File: config.mk
export PLATFORM = sky130hd
export DESIGN_NAME = acc_control_fsm
export DESIGN_NICKNAME = d
export VERILOG_FILES = /design/src/rtl/acc_ctrl_pkg.sv /design/src/rtl/acc_mem_wait.sv /design/src/rtl/acc_control_fsm.sv
export SDC_FILE = /design/constraint.sdc
export NUM_CORES = 1
export LEC_CHECK = 0
export BUFFER_PORTS_ARGS = -buffer_cell sky130_fd_sc_hd__buf_4
export CORE_MARGIN = 3
export CORE_UTILIZATION = 28
export CTS_CLUSTER_SIZE = 16
export DETAILED_ROUTE_END_ITERATION = 6
export PLACE_DENSITY_LB_ADDON = 0.12
export SETUP_SLACK_MARGIN = 0.2
export SLEW_MARGIN = 40
export SYNTH_ARGS = -nofsm -noshare
export SYNTH_HDL_FRONTEND = slang
export SYNTH_SLANG_ARGS = --single-unit
File: constraint.sdc
create_clock -name CLK -period 1.5 [get_ports CLK]
set_input_delay 0.3 -clock CLK [delete_from_list [all_inputs] [get_ports CLK]]
set_output_delay 0.3 -clock CLK [all_outputs]
set_load 0.02 [all_outputs]
File: src/rtl/acc_ctrl_pkg.sv
// Shared definitions for the accumulator CPU multicycle control unit:
// state encodings, IR opcodes, datapath select/ALU-op encodings and the
// default memory-wait timeout.
package acc_ctrl_pkg;

    localparam int unsigned TIMEOUT_DEFAULT = 15;

    // Control states (legacy-compatible constant encodings)
    localparam logic [3:0] S_FETCH  = 4'd0;
    localparam logic [3:0] S_DECODE = 4'd1;
    localparam logic [3:0] S_MEMRD  = 4'd2;
    localparam logic [3:0] S_LWWB   = 4'd3;
    localparam logic [3:0] S_ALUMEM = 4'd4;
    localparam logic [3:0] S_SW     = 4'd5;
    localparam logic [3:0] S_ADDI   = 4'd6;
    localparam logic [3:0] S_BEQZ   = 4'd7;
    localparam logic [3:0] S_JUMP   = 4'd8;
    localparam logic [3:0] S_PUSHSP = 4'd9;
    localparam logic [3:0] S_PUSHWR = 4'd10;
    localparam logic [3:0] S_POPRD  = 4'd11;
    localparam logic [3:0] S_POPWB  = 4'd12;
    localparam logic [3:0] S_HALT   = 4'd13;

    // Opcodes (IR[15:12]); 0xC-0xF are illegal
    localparam logic [3:0] OP_HALT = 4'h0;
    localparam logic [3:0] OP_LW   = 4'h1;
    localparam logic [3:0] OP_SW   = 4'h2;
    localparam logic [3:0] OP_ADD  = 4'h3;
    localparam logic [3:0] OP_SUB  = 4'h4;
    localparam logic [3:0] OP_AND  = 4'h5;
    localparam logic [3:0] OP_OR   = 4'h6;
    localparam logic [3:0] OP_ADDI = 4'h7;
    localparam logic [3:0] OP_BEQZ = 4'h8;
    localparam logic [3:0] OP_J    = 4'h9;
    localparam logic [3:0] OP_PUSH = 4'hA;
    localparam logic [3:0] OP_POP  = 4'hB;

    // Memory address select
    localparam logic [1:0] MA_PC     = 2'd0;
    localparam logic [1:0] MA_ZE     = 2'd1;
    localparam logic [1:0] MA_SP     = 2'd2;
    localparam logic [1:0] MA_ALUOUT = 2'd3;

    // PC input select
    localparam logic [1:0] PC_ALU    = 2'd0;
    localparam logic [1:0] PC_ALUOUT = 2'd1;
    localparam logic [1:0] PC_ZE     = 2'd2;

    // ACC input select
    localparam logic ACC_ALU = 1'b0;
    localparam logic ACC_MDR = 1'b1;

    // ALU A operand select
    localparam logic [2:0] A_PC  = 3'd0;
    localparam logic [2:0] A_ACC = 3'd1;
    localparam logic [2:0] A_SP  = 3'd2;

    // ALU B operand select
    localparam logic [3:0] B_TWO = 4'd0;
    localparam logic [3:0] B_SE  = 4'd1;
    localparam logic [3:0] B_MDR = 4'd2;
    localparam logic [3:0] B_ZE  = 4'd3;
    localparam logic [3:0] B_SL1 = 4'd4;

    // ALU operations
    localparam logic [2:0] ALU_ADD   = 3'd0;
    localparam logic [2:0] ALU_SUB   = 3'd1;
    localparam logic [2:0] ALU_AND   = 3'd2;
    localparam logic [2:0] ALU_OR    = 3'd3;
    localparam logic [2:0] ALU_PASSA = 3'd5;

    // States that hold a memory request until MemReady
    function automatic logic is_mem_state(input logic [3:0] s);
        return (s == S_FETCH) || (s == S_MEMRD) || (s == S_SW) ||
               (s == S_PUSHWR) || (s == S_POPRD);
    endfunction

endpackage

File: src/rtl/acc_mem_wait.sv
// Memory wait counter with timeout detection.
// Ports:
//   CLK      in  clock
//   reset    in  synchronous active-low reset
//   busy     in  controller is in a memory-request state
//   MemReady in  memory completes the request this cycle
//   timeout  out this non-ready cycle is the TIMEOUT-th consecutive one
module acc_mem_wait
    import acc_ctrl_pkg::*;
#(
    parameter int unsigned TIMEOUT = TIMEOUT_DEFAULT
) (
    input  logic CLK,
    input  logic reset,
    input  logic busy,
    input  logic MemReady,
    output logic timeout
);

    localparam int unsigned CW = $clog2(TIMEOUT + 1);
    localparam logic [CW-1:0] LAST_WAIT = CW'(TIMEOUT - 1);

    logic [CW-1:0] count_q, count_d;

    // The counter would reach TIMEOUT on this edge: leave the state now.
    assign timeout = busy && !MemReady && (count_q == LAST_WAIT);

    always_comb begin
        count_d = '0;
        if (busy && !MemReady && !timeout) begin
            count_d = count_q + CW'(1);
        end
    end

    always_ff @(posedge CLK) begin
        if (!reset) begin
            count_q <= '0;
        end else begin
            count_q <= count_d;
        end
    end

endmodule

File: src/rtl/acc_control_fsm.sv
// Multicycle control unit for the 16-bit accumulator CPU. Moore-style
// decode of the state register drives datapath selects, ALU op and all
// register/memory strobes; memory states wait on MemReady with a timeout.
// Ports:
//   CLK, reset             clock, synchronous active-low reset
//   Opcode, Zero, MemReady IR opcode, ALU zero flag, memory handshake
//   PCWrite..SPWrite       register write enables
//   MemRead, MemWrite      memory request strobes
//   MemAddrSrc, PCSrc, ACCSrc, SrcA, SrcB, ALUOP  datapath selects
//   Halted, Fault          core stopped / illegal opcode or bus timeout
module acc_control_fsm
    import acc_ctrl_pkg::*;
#(
    parameter int unsigned TIMEOUT = TIMEOUT_DEFAULT
) (
    input  logic       CLK,
    input  logic       reset,
    input  logic [3:0] Opcode,
    input  logic       Zero,
    input  logic       MemReady,
    output logic       PCWrite,
    output logic       IRWrite,
    output logic       ALUOutWrite,
    output logic       MDRWrite,
    output logic       ACCWrite,
    output logic       SPWrite,
    output logic       MemRead,
    output logic       MemWrite,
    output logic [1:0] MemAddrSrc,
    output logic [1:0] PCSrc,
    output logic       ACCSrc,
    output logic [2:0] SrcA,
    output logic [3:0] SrcB,
    output logic [2:0] ALUOP,
    output logic       Halted,
    output logic       Fault
);

    logic [3:0] state_q, state_d;
    logic       fault_q, fault_d;
    logic       busy;
    logic       timeout;

    assign busy = is_mem_state(state_q);

    acc_mem_wait #(
        .TIMEOUT(TIMEOUT)
    ) u_mem_wait (
        .CLK     (CLK),
        .reset   (reset),
        .busy    (busy),
        .MemReady(MemReady),
        .timeout (timeout)
    );

    always_comb begin
        state_d     = state_q;
        fault_d     = fault_q;
        PCWrite     = 1'b0;
        IRWrite     = 1'b0;
        ALUOutWrite = 1'b0;
        MDRWrite    = 1'b0;
        ACCWrite    = 1'b0;
        SPWrite     = 1'b0;
        MemRead     = 1'b0;
        MemWrite    = 1'b0;
        MemAddrSrc  = MA_PC;
        PCSrc       = PC_ALU;
        ACCSrc      = ACC_ALU;
        SrcA        = A_PC;
        SrcB        = B_TWO;
        ALUOP       = ALU_ADD;

        case (state_q)
            S_FETCH: begin
                MemRead    = 1'b1;
                MemAddrSrc = MA_PC;
                SrcA       = A_PC;
                SrcB       = B_TWO;
                ALUOP      = ALU_ADD;
                if (MemReady) begin
                    IRWrite = 1'b1;
                    PCWrite = 1'b1;
                    PCSrc   = PC_ALU;
                    state_d = S_DECODE;
                end else if (timeout) begin
                    fault_d = 1'b1;
                    state_d = S_HALT;
                end
            end
            S_DECODE: begin
                SrcA        = A_PC;
                SrcB        = B_SL1;
                ALUOP       = ALU_ADD;
                ALUOutWrite = 1'b1;
                case (Opcode)
                    OP_HALT: state_d = S_HALT;
                    OP_LW, OP_ADD, OP_SUB, OP_AND, OP_OR: state_d = S_MEMRD;
                    OP_SW:   state_d = S_SW;
                    OP_ADDI: state_d = S_ADDI;
                    OP_BEQZ: state_d = S_BEQZ;
                    OP_J:    state_d = S_JUMP;
                    OP_PUSH: state_d = S_PUSHSP;
                    OP_POP:  state_d = S_POPRD;
                    default: begin
                        fault_d = 1'b1;
                        state_d = S_HALT;
                    end
                endcase
            end
            S_MEMRD: begin
                MemRead    = 1'b1;
                MemAddrSrc = MA_ZE;
                if (MemReady) begin
                    MDRWrite = 1'b1;
                    state_d  = (Opcode == OP_LW) ? S_LWWB : S_ALUMEM;
                end else if (timeout) begin
                    fault_d = 1'b1;
                    state_d = S_HALT;
                end
            end
            S_LWWB: begin
                ACCWrite = 1'b1;
                ACCSrc   = ACC_MDR;
                state_d  = S_FETCH;
            end
            S_ALUMEM: begin
                SrcA     = A_ACC;
                SrcB     = B_MDR;
                ACCWrite = 1'b1;
                ACCSrc   = ACC_ALU;
                case (Opcode)
                    OP_SUB:  ALUOP = ALU_SUB;
                    OP_AND:  ALUOP = ALU_AND;
                    OP_OR:   ALUOP = ALU_OR;
                    default: ALUOP = ALU_ADD;
                endcase
                state_d = S_FETCH;
            end
            S_SW: begin
                MemWrite   = 1'b1;
                MemAddrSrc = MA_ZE;
                if (MemReady) begin
                    state_d = S_FETCH;
                end else if (timeout) begin
                    fault_d = 1'b1;
                    state_d = S_HALT;
                end
            end
            S_ADDI: begin
                SrcA     = A_ACC;
                SrcB     = B_SE;
                ALUOP    = ALU_ADD;
                ACCWrite = 1'b1;
                state_d  = S_FETCH;
            end
            S_BEQZ: begin
                SrcA    = A_ACC;
                ALUOP   = ALU_PASSA;
                PCSrc   = PC_ALUOUT;
                PCWrite = Zero;
                state_d = S_FETCH;
            end
            S_JUMP: begin
                PCWrite = 1'b1;
                PCSrc   = PC_ZE;
                state_d = S_FETCH;
            end
            S_PUSHSP: begin
                SrcA    = A_SP;
                SrcB    = B_TWO;
                ALUOP   = ALU_SUB;
                SPWrite = 1'b1;
                state_d = S_PUSHWR;
            end
            S_PUSHWR: begin
                MemWrite   = 1'b1;
                MemAddrSrc = MA_SP;
                if (MemReady) begin
                    state_d = S_FETCH;
                end else if (timeout) begin
                    fault_d = 1'b1;
                    state_d = S_HALT;
                end
            end
            S_POPRD: begin
                MemRead    = 1'b1;
                MemAddrSrc = MA_SP;
                if (MemReady) begin
                    MDRWrite = 1'b1;
                    state_d  = S_POPWB;
                end else if (timeout) begin
                    fault_d = 1'b1;
                    state_d = S_HALT;
                end
            end
            S_POPWB: begin
                ACCWrite = 1'b1;
                ACCSrc   = ACC_MDR;
                SrcA     = A_SP;
                SrcB     = B_TWO;
                ALUOP    = ALU_ADD;
                SPWrite  = 1'b1;
                state_d  = S_FETCH;
            end
            S_HALT: begin
                state_d = S_HALT;
            end
            default: begin
                state_d = S_HALT;
                fault_d = 1'b1;
            end
        endcase

        // Strobes are suppressed while reset is low so an abandoned
        // instruction cannot write anything in the reset cycle.
        if (!reset) begin
            PCWrite     = 1'b0;
            IRWrite     = 1'b0;
            ALUOutWrite = 1'b0;
            MDRWrite    = 1'b0;
            ACCWrite    = 1'b0;
            SPWrite     = 1'b0;
            MemRead     = 1'b0;
            MemWrite    = 1'b0;
        end
    end

    assign Halted = (state_q == S_HALT);
    assign Fault  = fault_q;

    always_ff @(posedge CLK) begin
        if (!reset) begin
            state_q <= S_FETCH;
            fault_q <= 1'b0;
        end else begin
            state_q <= state_d;
            fault_q <= fault_d;
        end
    end

endmodule

# --- Word level (Yosys, flattened, before mapping) ---
# Index checks and enable logic that the tools add are counted.
# Widths: inputs -> output; s select.
op_classes:
  addsub: 1
  reduce_logical: 27
  bitwise: 1
  muxes: 36
  eq_ne: 28
ops:
  columns: ["op", "n"]
  rows:
  - ["$pmux 4 s7", 2]
  - ["$eq 4x4->1 const B", 11]
  - ["$eq 4x3->1 const B", 8]
  - ["$mux 1", 20]
  - ["$mux 4", 5]
  - ["$pmux 3 s3", 2]
  - ["$eq 4x2->1 const B", 4]
  - ["$pmux 2 s2", 3]
  - ["$reduce_or 12->1", 1]
  - ["$reduce_or 2->1", 6]
  - ["$reduce_or 5->1", 2]
  - ["$eq 4x1->1 const B", 2]
  - ["$logic_not 4->1", 2]
  - ["$reduce_or 8->1", 1]
  - ["$pmux 1 s3", 2]
  - ["$pmux 2 s3", 1]
  - ["$reduce_or 3->1", 2]
  - ["$reduce_or 6->1", 1]
  - ["$add 4x1->4 const B", 1]
  - ["$logic_or 1x1->1", 4]
  - ["$ne 2x2->1 const B", 2]
  - ["$reduce_and 4->1", 1]
  - ["$reduce_or 4->1", 1]
  - ["$logic_and 1x1->1", 3]
  - ["5 further kinds", 6]
word_totals:
  wordCells: 96
  register_bits: 9
  out_inout_bits: 25

# --- Depth between registers and ports, before layout ---
# Gate-level depths: netlist of run 1.
depth:
  word_depth: 10
  mapped_depth: 6
  ltp_nobuf: 6

# --- By module ---
# A second synthesis of run 1 with hierarchy kept.
unflattened:
  cells_unflattened: 138
  area_unflattened_um2: 945.9
by_module_without_submodules:
  columns: ["mod", "cells_per_inst", "area_each_um2", "n_inst"]
  rows:
  - ["acc_control_fsm", 121, 764.5, 1]
  - ["acc_mem_wait", 17, 181.4, 1]

# --- Least setup slack after synthesis of run 1 ---
# Ideal clock, no wire load.
synth_timing:
  path_kind: "reg2out"
  start: "reg state_q[2]"
  end: "out ALUOP[0]"
  path_slack_ns: -0.521
  path_stages_with_launch: 6
  path_buffers: 1
  arrival_time_ns: 1.721
  path_cell_list: "dfxtp_1 buf_2 nand2b_1 nor2_1 nand3_1 o21ai_0"
synth_between:
  elab_chain_cells: 2
synth_rtl:
  columns: ["element", "line", "text"]
  rows:
  - ["from (decl)", "acc_control_fsm.sv:39", "logic [3:0] state_q, state_d;"]
  - ["from (signal assigned)", "acc_control_fsm.sv:237", "state_q <= state_d;"]
  - ["$eq 4x4->1 or $eq 4x3->1 (tied branches)", "acc_control_fsm.sv:74", "case (state_q)"]
  - ["$pmux 3 s3 (*)", "acc_control_fsm.sv:74", null]
  - ["to (decl)", "acc_control_fsm.sv:34", "output logic [2:0] ALUOP,"]
# Mark *: on every way between the ends. The rest lies on a longest branch, timed or not.

# --- Worst setup path after layout of run 1 ---
layout_timing:
  start: "reg state_q[3]"
  end: "out MDRWrite"
layout_between:
  elab_chain_cells: 4
layout_rtl:
  columns: ["element", "line", "text"]
  rows:
  - ["$eq 4x2->1 or $eq 4x4->1 (tied branches)", "acc_control_fsm.sv:74", null]
  - ["$reduce_or 2->1 (no source line) (*)", null, null]
  - ["$mux 1 (*)", null, null]
  - ["$mux 1 (*)", "acc_control_fsm.sv:217", "if (!reset) begin"]
  - ["to (decl)", "acc_control_fsm.sv:24", "output logic MDRWrite,"]
# Marks and branches as above.

==> out/metrics.yaml, run 1 <==
status: "complete, but fails checks"
violations: "setup timing"
die_w_um: 64.1
critPathMostFrequentCell: "buf_6"
cts_root_buffer: "clkbuf_4"
synth_top_cell_area_share_pct: 19.0
tns_ns: -3.48
detail_route.vias_per_cell: 5.18
cts_tree: "yes"
die_area_sq_um: 4110
final_common_cell: "buf_6"
initial_utilization_pct: 30.2
fmax_ghz: 0.572
final_util_pct: 67.2
grt_first_pass_wirelength_um: 6220
grt_pass1_vias: 1324
cp_top_family: "simple AND/OR/NAND/NOR gates"
coreArea_sq_um: 3130
max_stage_delay_ns: 0.38
layout.nets: 225
rsz0062_at_grt: "true"
crit_type: "reg2out"
synth-seq-cells: 9
clk_latency_ns: 0.27
cap_violations: 0
final.period_utilization_pct: 117
htreeDepth: 1
drc_errors: 0
timing.final.max_slew_violations: 0
fin_area_sq_um: 2100
crit_chain: "buf_6 -> or2_4 -> a21oi_4 -> and3_4 -> buf_6"
cellPowerDensity_nw_per_um2: 1010
clk_path_buf_depth: 2
p_total_uw: 2130
drt_iter0_drc: 54
worstPathArrival_ns: 1.45
ir_worst_vdd_uv: 389
hold_class: "in2reg"
antenna_left: 0
num_antenna_cells: 0
r2r_cells: 7
dieHeight_um: 64.1
yosys.area.top_type: "dfxtp_1"
ios: 33
cp_slowest_cell: "dfxtp_4"
synthToLayoutAreaGrowth_pct: 122
antenna_found_initial: 0
gp_congestion: 0.835
synth_warnings: 0
final_cell_mix: "buf_6 (47), buf_4 (37), nand2_1 (12)"
avgSynthCellArea_sq_um: 6.90
routedWlPerCell_um: 16.2
grt_overflow_total: 0
fin_crit_ns: 1.75
dr_total_vias: 1336
ys_dominant_reg_cell: "dfxtp_1"
final-hold-violation-count: 0
async_reset_ff_share_pct: 0
end_kind: "output pin"
synth_edf_count: 0
grt_util_all_layers_pct: 18.8
setup_viol: 29
rows: 20
p_leak_uw: 0.000929
cts.sinks: 9
start_kind: "flop"
drt_first_pass_iters: 4
synth_cell_types: 48
grt_max_degree: 15
ys_top_cells_by_area: "dfxtp_1 (19%), nor2_1 (7.5%), nand2_1 (6.0%)"
layout-drive-gt1-share_pct: 67.3
io_buffers: 30
crit_buf_inv: 2
crit_fanout: 8
cts-buffers-inserted: 3
required_ns: 1.20
final.setup_skew_ns: 0.000443
dpl_cell_area_sq_um: 1500
fillers: 233
ys_seq_area_share_pct: 19.0
syn-cell-area_sq_um: 946
min_path_cells: 2
cp.depth: 5
netlist_instances: 137
hpwlAfterDp_um: 2390
setup_ws_ns: -0.248
clk_pin_slew_worst_paths_ns: 0.07
drt_wl_total_um: 4170
state kept, by name (all words and copies together) (netlist names):
register            flops
Fault                   1
u_mem_wait.count_q      4
state_q                 4
worst paths after layout:
check / from / to / slack, ns
hold reg to reg: Fault / Fault / 0.50
setup / recovery: state_q[3] / MDRWrite / -0.25
setup reg to reg: state_q[0] / state_q[1] / -0.14
hold / removal: reset / state_q[3] / 0.39
what timing repair did:
action / 4_1_cts / 5_1_grt
endpoints found under the setup margin: 31 / 31
hold buffers: 0 / 0
gates resized for setup: 66 / 36
setup buffers: 13 / 13
pin swaps: 25 / 14
where the power goes:
group | leakage, uW | internal [uW] | switching (uW)
sequential | 0.0000763 | 285 | 69.9
clock | 0.0000177 | 98.9 | 100
combinational | 0.000835 | 853 | 722
kinds of logic (layout without fill, tap and decap cells):
logic type               Yosys count  in the layout  synth area share, %
AND/OR/NAND/NOR                   68             68                 38.6
AO/OA/AOI/OAI                     31             31                 23.4
buffers and inverters             21             97                 11.2
flip-flops                         9              9                 19.0
XOR/XNOR                           5              5                 4.63
adder cells (fa/ha/maj)            2              2                 2.65
other                              1              2                0.396
layer usage:
layer	vias up	GRT usage (%)	share of wire [%]
li1	633	-	-
met1	646	24.2	40
met2	45	32.3	52
met3	12	2.81	4.6
met4	0	5.28	3.0
met5	-	0	0
synthesized netlist by cell type (2+ instances only):
cell type / number
a21oi_1: 3
nor2b_1: 3
o21ai_0: 9
nand2_1: 15
and3_1: 2
dfxtp_1: 9
a22oi_1: 2
buf_4: 4
xnor2_1: 4
inv_1: 7
nor3_1: 4
nor2_1: 19
buf_2: 3
o21a_1: 3
nand4_1: 2
nand2b_1: 4
and2_1: 2
ha_1: 2
o22ai_1: 2
or2_2: 2
clkbuf_1: 5
nand3_1: 5
stage by stage:
stage | hold WS, ns | worst slack [ns] | instances
finish | 0.388 | -0.248 | 258
global route | 0.363 | -0.318 | 258
CTS | 0.379 | -0.232 | 245
detailed placement | 0.495 | -0.0678 | 228
global placement | 0.494 | -0.0672 | 228
floorplan | 0.430 | 0.00644 | 138
area by class of cell:
class / count / area (sq um) / share of cell area, %
sequential: 9 / 195 / 9.29
tap: 44 / 55.1 / 2.62
multi-input combinational: 108 / 955 / 45.4
clock buffer: 3 / 22.5 / 1.07
timing repair buffer: 86 / 842 / 40.1
clock inverter: 1 / 5.00 / 0.238
inverter: 7 / 26.3 / 1.25
(Power assumes the default switching activity.)
==> run 2: changes to the inputs <==
--- a/config.mk
+++ b/config.mk
@@ -5,7 +5,9 @@
 export SDC_FILE = /design/constraint.sdc
 export NUM_CORES = 1
 export LEC_CHECK = 0
+export ABC_AREA = 1
 export BUFFER_PORTS_ARGS = -buffer_cell sky130_fd_sc_hd__buf_4
+export CAP_MARGIN = 5
 export CORE_MARGIN = 3
 export CORE_UTILIZATION = 28
 export CTS_CLUSTER_SIZE = 16
==> out/metrics.yaml, run 2 <==
cp_slowest_cell: "dfxtp_4"  # unchanged
netSwitchingFraction_pct: 48.5  # was 41.9%
antenna_found_initial: 0  # unchanged
holdBufCountCts: 0  # unchanged
grt_max_degree: 10  # was 15
cap_violations: 0  # unchanged
synth_warnings: 0  # unchanged
gp_congestion: 0.871  # was 0.835
p_leak_uw: 0.000926  # was 0.000929 uW
detail_route.vias_per_cell: 4.52  # was 5.18
setup_ws_ns: -0.183  # was -0.248 ns
cts_root_buffer: "clkbuf_4"  # unchanged
grt_pass1_vias: 1153  # was 1,324
seq_area_sq_um: 196  # was 195 sq um
antenna_left: 0  # unchanged
hp-start: "reset"  # unchanged
fin_crit_ns: 1.68  # was 1.75 ns
io_buffers: 30  # unchanged
startpoint: "state_q[1]"  # was state_q[3]
crit_type: "reg2out"  # unchanged
cts-buffers-inserted: 3  # unchanged
netlist_instances: 170  # was 137
ios: 33  # unchanged
cts_tree: "yes"  # unchanged
required_ns: 1.20  # about the same
end_kind: "output pin"  # unchanged
syn-cell-area_sq_um: 886  # was 946 sq um
final-hold-violation-count: 0  # unchanged
r2r_cells: 12  # was 7
fillers: 252  # was 233
clk_path_buf_depth: 2  # unchanged
multiInputGateArea_sq_um: 875  # was 955 sq um
hpwlAfterDp_um: 2280  # was 2390 um
synthToLayoutAreaGrowth_pct: 105  # was 122%
final_cell_mix: "nand2_1 (34), buf_4 (32), buf_6 (24)"  # was buf_6 (47), buf_4 (37), nand2_1 (12)
clk_latency_ns: 0.25  # was 0.27 ns
critPathMostFrequentCell: "buf_6"  # unchanged
dp_slack_ns: -0.0430  # was -0.0678 ns
clkPwrFrac_pct: 8.0  # was 9.4%
setup_viol: 19  # was 29
final_util_pct: 63.0  # was 67.2%
dr_total_vias: 1216  # was 1,336
grt_overflow_total: 0  # unchanged
synth_top_cell_area_share_pct: 23.3  # was 19.0%
yosysMostFrequentCell: "nand2_1"  # was nor2_1
drt_wl_total_um: 3330  # was 4170 um
reg2reg_from: "state_q[2]"  # was state_q[0]
ys_top_cells_by_area: "nand2_1 (23%), dfxtp_1 (20%), nor2_1 (14%)"  # was dfxtp_1 (19%), nor2_1 (7.5%), nand2_1 (6.0%)
ys_dominant_reg_cell: "dfxtp_1"  # unchanged
start_kind: "flop"  # unchanged
cp_top_family: "flip-flops"  # was simple AND/OR/NAND/NOR gates
layout.nets: 238  # was 225
max_stage_delay_ns: 0.38  # about the same
initial_utilization_pct: 30.8  # was 30.2%
fmax_ghz: 0.594  # was 0.572 GHz
routedWlPerCell_um: 12.4  # was 16.2 um
cellPowerDensity_nw_per_um2: 1260  # was 1010 nW/um^2
grt_first_pass_wirelength_um: 5040  # was 6220 um
rows: 19  # was 20
async_reset_ff_share_pct: 0  # unchanged
htreeDepth: 1  # unchanged
hold_slack_ns: 0.337  # was 0.388 ns
comb_power_share_pct: 74.2  # was 74.0%
synth_cell_types: 23  # was 48
dp_cells: 246  # was 228
coreArea_sq_um: 2880  # was 3130 sq um
die_area_sq_um: 3870  # was 4110 sq um
final.setup_skew_ns: 0.00268  # was 0.000443 ns
dieHeight_um: 62.2  # was 64.1 um
drt_first_pass_iters: 4  # unchanged
drc_errors: 0  # unchanged
synthTopCellsByCount: "nand2_1 (55), nor2_1 (32), inv_1 (30), nand3_1 (13), dfxtp_1 (9)"  # was nor2_1 (19), nand2_1 (15), dfxtp_1 (9), o21ai_0 (9), inv_1 (7)
final_cells: 269  # was 258
drt_iter0_drc: 54  # unchanged
cp.depth: 5  # unchanged
avgSynthCellArea_sq_um: 5.21  # was 6.90 sq um
crit_chain: "nor2_4 -> buf_6 -> nand3_4 -> a31oi_4 -> buf_6"  # was buf_6 -> or2_4 -> a21oi_4 -> and3_4 -> buf_6
ys_seq_area_share_pct: 20.3  # was 19.0%
final.period_utilization_pct: 112  # was 117%
layout-drive-gt1-share_pct: 55.5  # was 67.3%
timing.final.max_slew_violations: 0  # unchanged
synth-seq-cells: 9  # unchanged
final_common_cell: "nand2_1"  # was buf_6
hold_class: "in2reg"  # unchanged
min_path_cells: 3  # was 2
p_seq_share_pct: 17.8  # was 16.7%
crit_buf_inv: 2  # unchanged
num_antenna_cells: 0  # unchanged
die_w_um: 62.2  # was 64.1 um
crit_fanout: 7  # was 8
synth_edf_count: 0  # unchanged
switchingPower_uw: 1110  # was 892 uW
status: "complete, but fails checks"  # unchanged
yosys.area.top_type: "nand2_1"  # was dfxtp_1
clk_pin_slew_worst_paths_ns: 0.06  # was 0.07 ns
grt_util_all_layers_pct: 15.6  # was 18.8%
internal_power_uw: 1180  # was 1240 uW
rsz0062_at_grt: "true"  # unchanged
cts.sinks: 9  # unchanged
violations: "setup timing"  # unchanged
worstPathArrival_ns: 1.38  # was 1.45 ns
tns_ns: -1.93  # was -3.48 ns
ir_worst_vdd_uv: 710  # was 389 uV
[run 2: cells by family (layout without fill, tap and decap cells)]
| logic type | after synthesis | after routing | share of synthesized area (%) |
|---|---|---|---|
| buf+inv | 36 | 92 | 16.8 |
| xor+xnor | 2 | 2 | 1.98 |
| other cells | 1 | 2 | 0.423 |
| compound gates | 16 | 16 | 9.75 |
| simple gates | 104 | 104 | 47.9 |
| flops | 9 | 9 | 20.3 |
| fa+ha+maj | 2 | 2 | 2.82 |
[run 2: what timing repair did]
action,CTS,global route
pin swaps,14,19
endpoints found under the setup margin,24,31
buffers inserted,10,9
gates resized for setup,50,44
[run 2: worst min-delay path: stages]
cell and delay [ns]:
buf_4 0.16, nand2_1 0.07, inv_1 0.04
[run 2: final timing paths]
path                                              end  slack [ns]
worst max register to register             state_q[2]       -0.02
worst min register to register  u_mem_wait.count_q[0]        0.44
worst min-delay path                       state_q[1]        0.34
worst max-delay path                          PCWrite       -0.18
[run 2: metal layers]
layer | share of wire (%) | vias up | global-route usage [%] | wire length (um)
met1 | 40 | 558 | 17.6 | 1340
met5 | 0 | - | 0 | 0
met2 | 55 | 33 | 28.6 | 1830
met3 | 4.7 | 0 | 4.14 | 158
li1 | - | 625 | - | -
met4 | 0 | 0 | 4.42 | 0
[run 2: cell type report]
type                    instances  share of cell area [%]
well taps                      42                    2.90
clock buffers                   4                    1.45
flip-flops and latches          9                    10.8
multi-input cells             126                    48.3
repair buffers                 57                    29.3
inverters                      31                    7.25
[run 2: power by group through the flow]
stage               clock network, uW  logic, uW  registers, uW
CTS                               191       1370            391
global route                      210       1820            415
floorplan                           0        714            360
detailed placement                  0       1060            367
global placement                    0       1060            364
finish                            183       1700            408
[run 2: stage by stage]
stage / instance area, sq um / total power (uW)
after floorplan: 1030 / 1070
after global placement: 1320 / 1430
after detailed placement: 1320 / 1430
after CTS: 1580 / 1960
after global routing: 1810 / 2440
final: 1810 / 2290
==> run 3: changes to the inputs <==
--- a/config.mk
+++ b/config.mk
@@ -8,8 +8,10 @@
 export ABC_AREA = 1
 export BUFFER_PORTS_ARGS = -buffer_cell sky130_fd_sc_hd__buf_4
 export CAP_MARGIN = 5
+export CELL_PAD_IN_SITES_DETAIL_PLACEMENT = 1
+export CELL_PAD_IN_SITES_GLOBAL_PLACEMENT = 2
 export CORE_MARGIN = 3
-export CORE_UTILIZATION = 28
+export CORE_UTILIZATION = 20
 export CTS_CLUSTER_SIZE = 16
 export DETAILED_ROUTE_END_ITERATION = 6
 export PLACE_DENSITY_LB_ADDON = 0.12
==> out/metrics.yaml, run 3 (same netlist as run 2, synthesis figures left out) <==
cts_tree: "yes"  # unchanged
final.period_utilization_pct: 112  # about the same
htreeDepth: 1  # unchanged
dr_total_vias: 1255  # was 1,216
reg2reg_from: "state_q[2]"  # unchanged
fin_area_sq_um: 1810  # about the same
antenna_left: 0  # unchanged
max_stage_delay_ns: 0.39  # was 0.38 ns
p_total_uw: 2250  # was 2290 uW
cts-buffers-inserted: 3  # unchanged
worstPathArrival_ns: 1.38  # about the same
cp_top_family: "flip-flops"  # unchanged
crit_fanout: 5  # was 7
min_to: "state_q[1]"  # unchanged
p_leak_uw: 0.000941  # was 0.000926 uW
hp-start: "reset"  # unchanged
dpl_cell_area_sq_um: 1390  # was 1320 sq um
coreArea_sq_um: 4140  # was 2880 sq um
holdBufCountCts: 0  # unchanged
die_w_um: 72.6  # was 62.2 um
reg2reg_slack_ns: 0.04  # was -0.02 ns
grt_overflow_total: 0  # unchanged
cp_slowest_cell: "dfxtp_4"  # unchanged
crit_type: "reg2out"  # unchanged
violations: "setup timing"  # unchanged
final-hold-violation-count: 0  # unchanged
initial_utilization_pct: 21.4  # was 30.8%
final_cells: 285  # was 269
hpwlAfterDp_um: 2930  # was 2280 um
status: "complete, but fails checks"  # unchanged
drt_first_pass_iters: 4  # unchanged
fin_crit_ns: 1.68  # about the same
rsz0062_at_grt: "true"  # unchanged
gp_congestion: 0.807  # was 0.871
r2r-end: "state_q[2]"  # unchanged
die_area_sq_um: 5260  # was 3870 sq um
dieHeight_um: 72.6  # was 62.2 um
drc_errors: 0  # unchanged
detail_route.vias_per_cell: 4.40  # was 4.52
synthToLayoutAreaGrowth_pct: 104  # was 105%
required_ns: 1.20  # about the same
grt_max_degree: 8  # was 10
fmax_ghz: 0.597  # was 0.594 GHz
cap_violations: 0  # unchanged
start_kind: "flop"  # unchanged
clk_pin_slew_worst_paths_ns: 0.04  # was 0.06 ns
io_buffers: 30  # unchanged
layout.nets: 246  # was 238
clk_path_buf_depth: 2  # unchanged
setup_ws_ns: -0.175  # was -0.183 ns
critPathMostFrequentCell: "nor2_4"  # was buf_6
hold_slack_ns: 0.352  # was 0.337 ns
min_path_cells: 3  # unchanged
dp_cells: 262  # was 246
layout-drive-gt1-share_pct: 51.1  # was 55.5%
cts.sinks: 9  # unchanged
final.setup_skew_ns: 0.000971  # was 0.00268 ns
ios: 33  # unchanged
tns_ns: -1.63  # was -1.93 ns
rows: 23  # was 19
setup_viol: 21  # was 19
num_antenna_cells: 0  # unchanged
hold_class: "in2reg"  # unchanged
ir_worst_vdd_uv: 567  # was 710 uV
final_common_cell: "buf_4"  # was nand2_1
crit_buf_inv: 3  # was 2
grt_first_pass_wirelength_um: 5920  # was 5040 um
cts_root_buffer: "clkbuf_8"  # was clkbuf_4
crit_chain: "inv_6 -> nor2_4 -> inv_4 -> nor2_4 -> nand2_2 -> a31oi_4 -> buf_6"  # was nor2_4 -> buf_6 -> nand3_4 -> a31oi_4 -> buf_6
r2r_cells: 10  # was 12
drt_wl_total_um: 3860  # was 3330 um
antenna_found_initial: 0  # unchanged
routedWlPerCell_um: 13.5  # was 12.4 um
grt_util_all_layers_pct: 14.3  # was 15.6%
cellPowerDensity_nw_per_um2: 1250  # was 1260 nW/um^2
final_cell_mix: "buf_4 (43), nand2_1 (42), inv_1 (23)"  # was nand2_1 (34), buf_4 (32), buf_6 (24)
end_kind: "output pin"  # unchanged
timing.final.max_slew_violations: 0  # unchanged
drt_iter0_drc: 35  # was 54
clk_latency_ns: 0.23  # was 0.25 ns
grt_pass1_vias: 1239  # was 1,153
==> run 3: worst max path at each step <==
stage	start	to	slack, ns	cells past startpoint
finish	state_q[2]	PCWrite	-0.18	7
global route	state_q[2]	PCWrite	-0.23	7
CTS	state_q[2]	PCWrite	-0.13	7
detailed placement	state_q[3]	ACCWrite	-0.05	7
global placement	state_q[3]	SPWrite	-0.05	5
floorplan	state_q[3]	PCWrite	0.07	6
==> run 3: through the flow <==
| step | setup WS [ns] | util [%] |
|---|---|---|
| floorplan | 0.0701 | - |
| global placement | -0.0484 | 33.6 |
| detailed placement | -0.0485 | 33.6 |
| CTS | -0.135 | 39.2 |
| global route | -0.225 | 43.6 |
| finish | -0.175 | 43.6 |
==> run 3: per-layer routing <==
layer  global-route usage (%)  up-vias  share of wire [%]
met1                     18.1      584                 45
met3                     2.08        4                3.5
met2                     26.1       25                 50
met4                     1.84        0               0.99
met5                        0        -                  0
li1                         -      642                  -
==> run 3: cell type report <==
cell class / instances / area, sq um
clock buffer: 4 / 45.0
sequential: 9 / 195
multi-input combinational: 126 / 810
inverter: 31 / 124
timing repair buffer: 65 / 571
tap: 50 / 62.6
fill: 528 / 2340
==> run 3: where the power goes <==
| group | total, uW | switching [uW] | internal [uW] |
|---|---|---|---|
| combinational | 1570 | 856 | 711 |
| clock | 278 | 92.8 | 185 |
| sequential | 409 | 104 | 305 |
==> run 3: repair_timing <==
item                                    4_1_cts  5_1_grt
pin swaps                                     9        8
buffers inserted                              7       12
endpoints found under the setup margin       31       31
gates resized for setup                      44       25
==> run 3: worst register-to-register path: cells and delay by family (launching register included) <==
family	cells	cell delay, ns
buffers and inverters	5	0.51
flip-flops	1	0.37
AND/OR/NAND/NOR	3	0.25
AO/OA/AOI/OAI	2	0.25
